### src/rtl/rxd.sv
// UART receiver: synchronises uart_rx, finds the start edge, samples each bit
// mid-bit from an internal baud counter and reports word, parity and framing status.
module rxd #(
  parameter int    CLK_FREQUENCE = 50_000_000,
  parameter int    BPS           = 9600,
  parameter string PARITY_BIT    = "NONE",
  parameter int    FRAME_WD      = 8
) (
  input  logic                clk,
  input  logic                rst_n,
  input  logic                uart_rx,
  output logic [FRAME_WD-1:0] rx_data,
  output logic                rx_done,
  output logic                parity_err,
  output logic                frame_err,
  output logic                rx_busy
);

  localparam int N     = CLK_FREQUENCE / BPS;
  localparam int HALF  = N / 2;
  localparam int CNT_W = $clog2(N);
  localparam int BIT_W = $clog2(FRAME_WD);

  localparam bit P_NONE = (PARITY_BIT == "NONE");
  localparam bit P_EVEN = (PARITY_BIT == "EVEN");
  localparam bit P_ODD  = (PARITY_BIT == "ODD");

  localparam logic [CNT_W-1:0] CNT_LAST = CNT_W'(N - 1);
  localparam logic [CNT_W-1:0] CNT_MID  = CNT_W'(HALF - 1);
  localparam logic [BIT_W-1:0] BIT_LAST = BIT_W'(FRAME_WD - 1);

  typedef enum logic [2:0] {
    S_IDLE,
    S_START,
    S_DATA,
    S_PARITY,
    S_STOP,
    S_DONE
  } state_t;

  logic                r_s1;
  logic                r_s2;
  logic                r_s3;
  state_t              r_state;
  logic [CNT_W-1:0]    r_cnt;
  logic [BIT_W-1:0]    r_bit_cnt;
  logic [FRAME_WD-1:0] r_shift;
  logic                r_p;
  logic                r_stop;

  logic w_start_det;
  logic w_cnt_last;

  assign w_start_det = r_s3 & ~r_s2;
  assign w_cnt_last  = (r_cnt == CNT_LAST);

  // Two-flop synchroniser plus one delay flop for falling-edge detection; idle line is high.
  always_ff @(posedge clk or negedge rst_n) begin
    if (!rst_n) begin
      r_s1 <= 1'b1;
      r_s2 <= 1'b1;
      r_s3 <= 1'b1;
    end else begin
      r_s1 <= uart_rx;
      r_s2 <= r_s1;
      r_s3 <= r_s2;
    end
  end

  always_ff @(posedge clk or negedge rst_n) begin
    if (!rst_n) begin
      r_state    <= S_IDLE;
      r_cnt      <= '0;
      r_bit_cnt  <= '0;
      r_shift    <= '0;
      r_p        <= 1'b0;
      r_stop     <= 1'b0;
      rx_data    <= '0;
      rx_done    <= 1'b0;
      parity_err <= 1'b0;
      frame_err  <= 1'b0;
      rx_busy    <= 1'b0;
    end else begin
      rx_done <= 1'b0;
      case (r_state)
        S_IDLE: begin
          r_cnt <= '0;
          if (w_start_det) begin
            r_state <= S_START;
            rx_busy <= 1'b1;
          end
        end
        // Half-bit check of the start bit filters glitches shorter than HALF clocks.
        S_START: begin
          if (r_cnt == CNT_MID) begin
            r_cnt <= '0;
            if (!r_s2) begin
              r_state <= S_DATA;
            end else begin
              r_state <= S_IDLE;
              rx_busy <= 1'b0;
            end
          end else begin
            r_cnt <= r_cnt + CNT_W'(1);
          end
        end
        S_DATA: begin
          if (w_cnt_last) begin
            r_cnt              <= '0;
            r_shift[r_bit_cnt] <= r_s2;
            if (r_bit_cnt == BIT_LAST) begin
              r_bit_cnt <= '0;
              r_state   <= S_PARITY;
            end else begin
              r_bit_cnt <= r_bit_cnt + BIT_W'(1);
            end
          end else begin
            r_cnt <= r_cnt + CNT_W'(1);
          end
        end
        S_PARITY: begin
          if (w_cnt_last) begin
            r_cnt   <= '0;
            r_p     <= r_s2;
            r_state <= S_STOP;
          end else begin
            r_cnt <= r_cnt + CNT_W'(1);
          end
        end
        // Leaving mid-stop-bit lets IDLE catch a back-to-back start edge.
        S_STOP: begin
          if (w_cnt_last) begin
            r_cnt   <= '0;
            r_stop  <= r_s2;
            r_state <= S_DONE;
          end else begin
            r_cnt <= r_cnt + CNT_W'(1);
          end
        end
        S_DONE: begin
          rx_done <= 1'b1;
          rx_data <= r_shift;
          if (P_NONE) begin
            frame_err <= ~r_stop | ~r_p;
          end else begin
            frame_err <= ~r_stop;
          end
          if (P_EVEN) begin
            parity_err <= (r_p != (^r_shift));
          end else if (P_ODD) begin
            parity_err <= (r_p != (~^r_shift));
          end else begin
            parity_err <= 1'b0;
          end
          r_cnt   <= '0;
          r_state <= S_IDLE;
          rx_busy <= 1'b0;
        end
        default: begin
          r_cnt   <= '0;
          r_state <= S_IDLE;
          rx_busy <= 1'b0;
        end
      endcase
    end
  end

endmodule

### config.mk
export PLATFORM = sky130hd
export DESIGN_NAME = rxd
export DESIGN_NICKNAME = d
export VERILOG_FILES = /design/src/rtl/rxd.sv
export SDC_FILE = /design/constraint.sdc
export NUM_CORES = 1
export LEC_CHECK = 0
export CAP_MARGIN = 20
export CORE_UTILIZATION = 48
export DETAILED_ROUTE_END_ITERATION = 16
export GPL_TIMING_DRIVEN = 1
export PLACE_DENSITY = 0.7
export SLEW_MARGIN = 30
export SYNTH_ARGS = -nofsm -noshare
export SYNTH_HDL_FRONTEND = slang
export SYNTH_SLANG_ARGS = --single-unit
export TNS_END_PERCENT = 20
### constraint.sdc
create_clock -name clk -period 1.94 [get_ports clk]
set_input_delay 0.388 -clock clk [delete_from_list [all_inputs] [get_ports clk]]
set_output_delay 0.388 -clock clk [all_outputs]
set_load 0.05 [all_outputs]
# Yosys cells after proc, flatten, opt, wreduce, memory -nomap -nowiden
# Index checks and enable logic that the tools add are counted.
# word_totals
register_bits,43
word_cells,66
# op_classes
n_addsub,2
n_lt_le_gt_ge,2
eq_ne,15
n_mux,20
bitwise_logic,6
reduce_logical,8
# op_table
cell,count
13-bit two-way mux,2
13-bit one-hot mux with 2 select lines,1
3-bit two-way mux,7
3-bit one-hot mux with 5 select lines,1
2-bit != test (second input constant),7
13-bit by 1-bit adder with 13-bit output (second input constant),1
13-bit by 12-bit == test with 1-bit output (second input constant),1
13-bit == test (second input constant),1
3-bit == test (second input constant),3
8-bit bitwise mux,1
3-bit by 2-bit == test with 1-bit output (second input constant),2
2-bit AND reduction,3
6-bit AND reduction,1
1-bit two-way mux,5
3-bit by 4-bit less-than comparator with 1-bit output (second input constant),1
1-bit NOT,4
4-bit AND reduction,1
3-bit by 1-bit adder with 3-bit output (second input constant),1
1-bit demux with 3-bit select,1
3-bit by 1-bit == test with 1-bit output (second input constant),1
3-bit by 1-bit greater-or-equal comparator with 1-bit output (second input constant),1
3-bit logical NOT,1
1-bit one-hot mux with 3 select lines,1
3-bit OR reduction,1
other kinds (4),4

# Logic depth before layout (Yosys ltp)
# depth
word_depth,5
ltp_mapped,7

# Worst setup path before layout
# No wires, ideal clock.
# synth_path
kind,flip-flop to flip-flop
start,register r_cnt[0]
end,register r_shift[6]
arrival_ns,1.706
required_time_ns,1.812
setup_slack_ns,0.106
stages_incl_launch_ff,8
cell_sequence,dfrtp_1 > ha_1 > and4_1 > buf_4 > nand4_4 > buf_6 > nor4b_4 > mux2_1
# synth_between
elab_chain_len,2
# synth_rtl
item,line_no,text
start: declaration,45,logic [CNT_W-1:0] r_cnt;
start signal: assignment,104,r_cnt <= r_cnt + CNT_W'(1);
start signal: assignment,118,r_cnt <= r_cnt + CNT_W'(1);
start signal: assignment,127,r_cnt <= r_cnt + CNT_W'(1);
13-bit == test,55,assign w_cnt_last = (r_cnt == CNT_LAST);
2-bit AND reduction (no source line),--,
end signal: indexed assignment,110,r_shift[r_bit_cnt] <= r_s2;
end: declaration,47,logic [FRAME_WD-1:0] r_shift;
# Every way passes these cells.
# A chain may end at the register's enable or synchronous reset.

# Final worst setup path
# layout_path
start,register rx_busy
end,output port rx_busy
# layout_lines
item,line_no,text
start: declaration,16,output logic rx_busy
start signal: assignment,82,rx_busy <= 1'b0;
start signal: assignment,90,rx_busy <= 1'b1;
start signal: assignment,101,rx_busy <= 1'b0;
# No word-level cell between the ends.

==> impl_metrics.ini <==
[critical_path]
crit_chain = clkdlybuf4s50_1
slowest_delay_ps = 810
critPathSlowestCell = clkdlybuf4s50_1
path_max_fanout = 3
reg2reg_depth = 6
crit_arrival_ps = 1480
critical_path.top_delay_family = buffers and inverters
crit_path_end_kind = primary output
path_class = flip-flop to primary output
critical_path_required_ps = 1550
crit_path_start_kind = flip-flop
crit_buf_inv = 1
worstSetupPathDepth = 1

[timing]
finalCritPeriodShare_pct = 96.3
slew_violations = 0
fmax_ghz = 0.535
finalClockSkew_ps = 7.91
slew_headroom_pct = 61.5
setup-tns-final_ps = 0
min_period_ps = 1870
worst_slew_pin_slew_ps = 576
finalHoldViolCount = 0
setup_viol = 0

[power_and_ir_drop]
p_int_w = 0.00143
swShare_pct = 31.2
clkPwrFrac_pct = 27.1
power_frac_seq_pct = 49.9
p_leak_nw = 1.13
powerDensity_nw_per_um2 = 838
ir_drop_v = 0.000432
switchingPower_w = 0.000646
combPwrFrac_pct = 23.0

[placement]
io_buffers = 13
gp_congestion = 0.859
dpl.hpwl_um = 2790
postPlaceCellArea_um2 = 2310

[logic_synthesis]
synth_area_per_cell_um2 = 11.8
yosysWarnings = 0
synth-edff-count = 0
syn_area_um2 = 2060
yosysUniqueCellTypes = 44
syn_inst = 175
yosysSeqAreaShare_pct = 52.3
ys.flop_type = dfrtp_1
syn-num-nets = 181
ys_ff_latch = 43
synthArstFlopShare_pct = 100

[grt]
antenna_found_initial = 0
grt_max_degree = 44
grt_pass1_vias = 1480
grt-ovfl-total = 0
grt_usage_pct = 21.0
grt_pass1_wl_um = 6850

[routing]
drt_iter0_drc = 55
drt_first_pass_iters = 4
route.vias.total = 1456
vias_per_cell = 5.71
drtAntennaViolNets = 0
drc = 0
routed_wl_um = 4050
routedWlPerCell_um = 15.9

[floorplan]
initial_utilization_pct = 50.8
fp.coreArea_um2 = 4060
die_w_um = 67.6
ioPinCount = 15
die_h_um = 67.6
die-area_um2 = 4560
fp-row-count = 23

[clock_network]
cts_root_buffer = clkbuf_8
cts_buffer_depth = 2
numCtsBuffers = 5
cts.sinks = 43
clkSlewWorstSetupHoldPaths_ps = 90
cts_tree = done
htree_num_levels = 2
cts_hold_buf = 0
insertion_delay_ps = 300

[finish]
diodes = 0
syn_to_final_growth_pct = 19.8
mostFrequentLayoutCells = 39 x dfrtp_1, 19 x mux2_2, 19 x buf_4
fin_area_um2 = 2470
layout_commonest_cell = dfrtp_1
final_nets = 210
fill_cells = 328
drive_above_1_share_pct = 32.7

[hold_path]
hold_path.class = input pin to asynchronous set/reset pin

[job]
cap_viol_max_count = 0

[run_status]
status = completed
## metrics by stage
stage	hold slack (ps)	utilization, %	power (W)	setup slack, ps	std cells
4_1_cts	154	59.4	0.00208	-61.3	251
2_1_floorplan	92.4	-	0.00134	106	175
3_3_place_gp	345	56.9	0.00149	-52.3	243
6_report	133	60.9	0.00207	71.1	255
3_5_place_dp	347	56.9	0.00151	-154	243
5_1_grt	192	60.9	0.00220	-14.0	255
## cells in the mapped netlist, types with 2 or more instances
| cell type | number | share of area [%] |
|---|---|---|
| mux2_2 | 19 | 10 |
| dfrtp_1 | 40 | 49 |
| and4_1 | 2 | 0.85 |
| nor4_2 | 2 | 1.2 |
| nand2b_1 | 4 | 1.2 |
| a21o_1 | 2 | 0.73 |
| and3_1 | 2 | 0.61 |
| nor3_1 | 3 | 0.73 |
| nand2_1 | 6 | 1.1 |
| nor2_1 | 16 | 2.9 |
| xnor2_1 | 6 | 2.5 |
| inv_1 | 5 | 0.91 |
| nand4_1 | 5 | 1.5 |
| o21ai_0 | 3 | 0.73 |
| buf_4 | 2 | 0.73 |
| ha_1 | 3 | 1.8 |
| and4bb_2 | 2 | 1.2 |
| a21oi_1 | 7 | 1.7 |
| dfstp_2 | 3 | 3.8 |
| nor4_1 | 2 | 0.61 |
| buf_2 | 3 | 0.73 |
| nand3_1 | 7 | 1.7 |
| nor4b_1 | 4 | 1.7 |
| xor2_1 | 5 | 2.1 |
| clkbuf_1 | 3 | 0.55 |
## area by class of cell
cell class	instances	area, um2	share of cell area (%)
Sequential cell	43	1080	43.7
Multi-Input combinational cell	117	953	38.6
Clock buffer	5	68.8	2.78
Timing Repair Buffer	32	268	10.8
Clock inverter	3	20.0	0.810
Inverter	5	18.8	0.759
Tap cell	50	62.6	2.53
## layer usage
| layer | global-route usage [%] | up-vias | wire, um |
|---|---|---|---|
| li1 | - | 681 | - |
| met3 | 5.91 | 6 | 127 |
| met1 | 23.6 | 750 | 1690 |
| met4 | 8.78 | 0 | 58 |
| met5 | 0 | - | 0 |
| met2 | 36.9 | 19 | 2180 |
## registers in the layout, summed over array words and instances, names as in the netlist, 3 cells and up
| name | count |
|---|---|
| r_bit_cnt | 3 |
| r_cnt | 13 |
| r_shift | 8 |
| r_state | 3 |
| rx_data | 8 |
## power groups by stage
stage,logic [W],registers (W),clock network (W)
floorplan,0.000271,0.00107,0
global placement,0.000448,0.00104,0
detailed placement,0.000459,0.00105,0
CTS,0.000465,0.00103,0.000585
global route,0.000529,0.00104,0.000624
finish,0.000478,0.00103,0.000561
## path summary, 6_finish.rpt
check	slack (ps)	end	start
min reg2reg	350	r_s2	r_s1
max reg2reg	80	r_shift[2]	r_cnt[8]
max in group asynchronous	1420	r_s1	rst_n
max	70	rx_busy	rx_busy
min in group clk	350	r_s2	r_s1
min	130	r_cnt[8]	rst_n
## cell families (layout without fill, tap and decap cells)
family | after synthesis | count (layout) | share of synthesized area (%)
adders and majority gates | 3 | 3 | 1.82
and+or+nand+nor | 65 | 66 | 21.5
buffers and inverters | 16 | 45 | 3.88
xor gates and xnor gates | 11 | 11 | 4.67
AOI/OAI and AO/OA | 16 | 16 | 4.73
DFF | 43 | 43 | 52.3
muxes | 20 | 20 | 10.9
other | 1 | 1 | 0.182
## timing repair
item,4_1_cts,5_1_grt
gates cloned,0,1
resized for setup,2,7
endpoints found under the hold margin,0,0
pin swaps,0,2
endpoints found under the setup margin,17,21
setup buffers,0,3
Note: power is estimated with default switching activity, not from simulation.
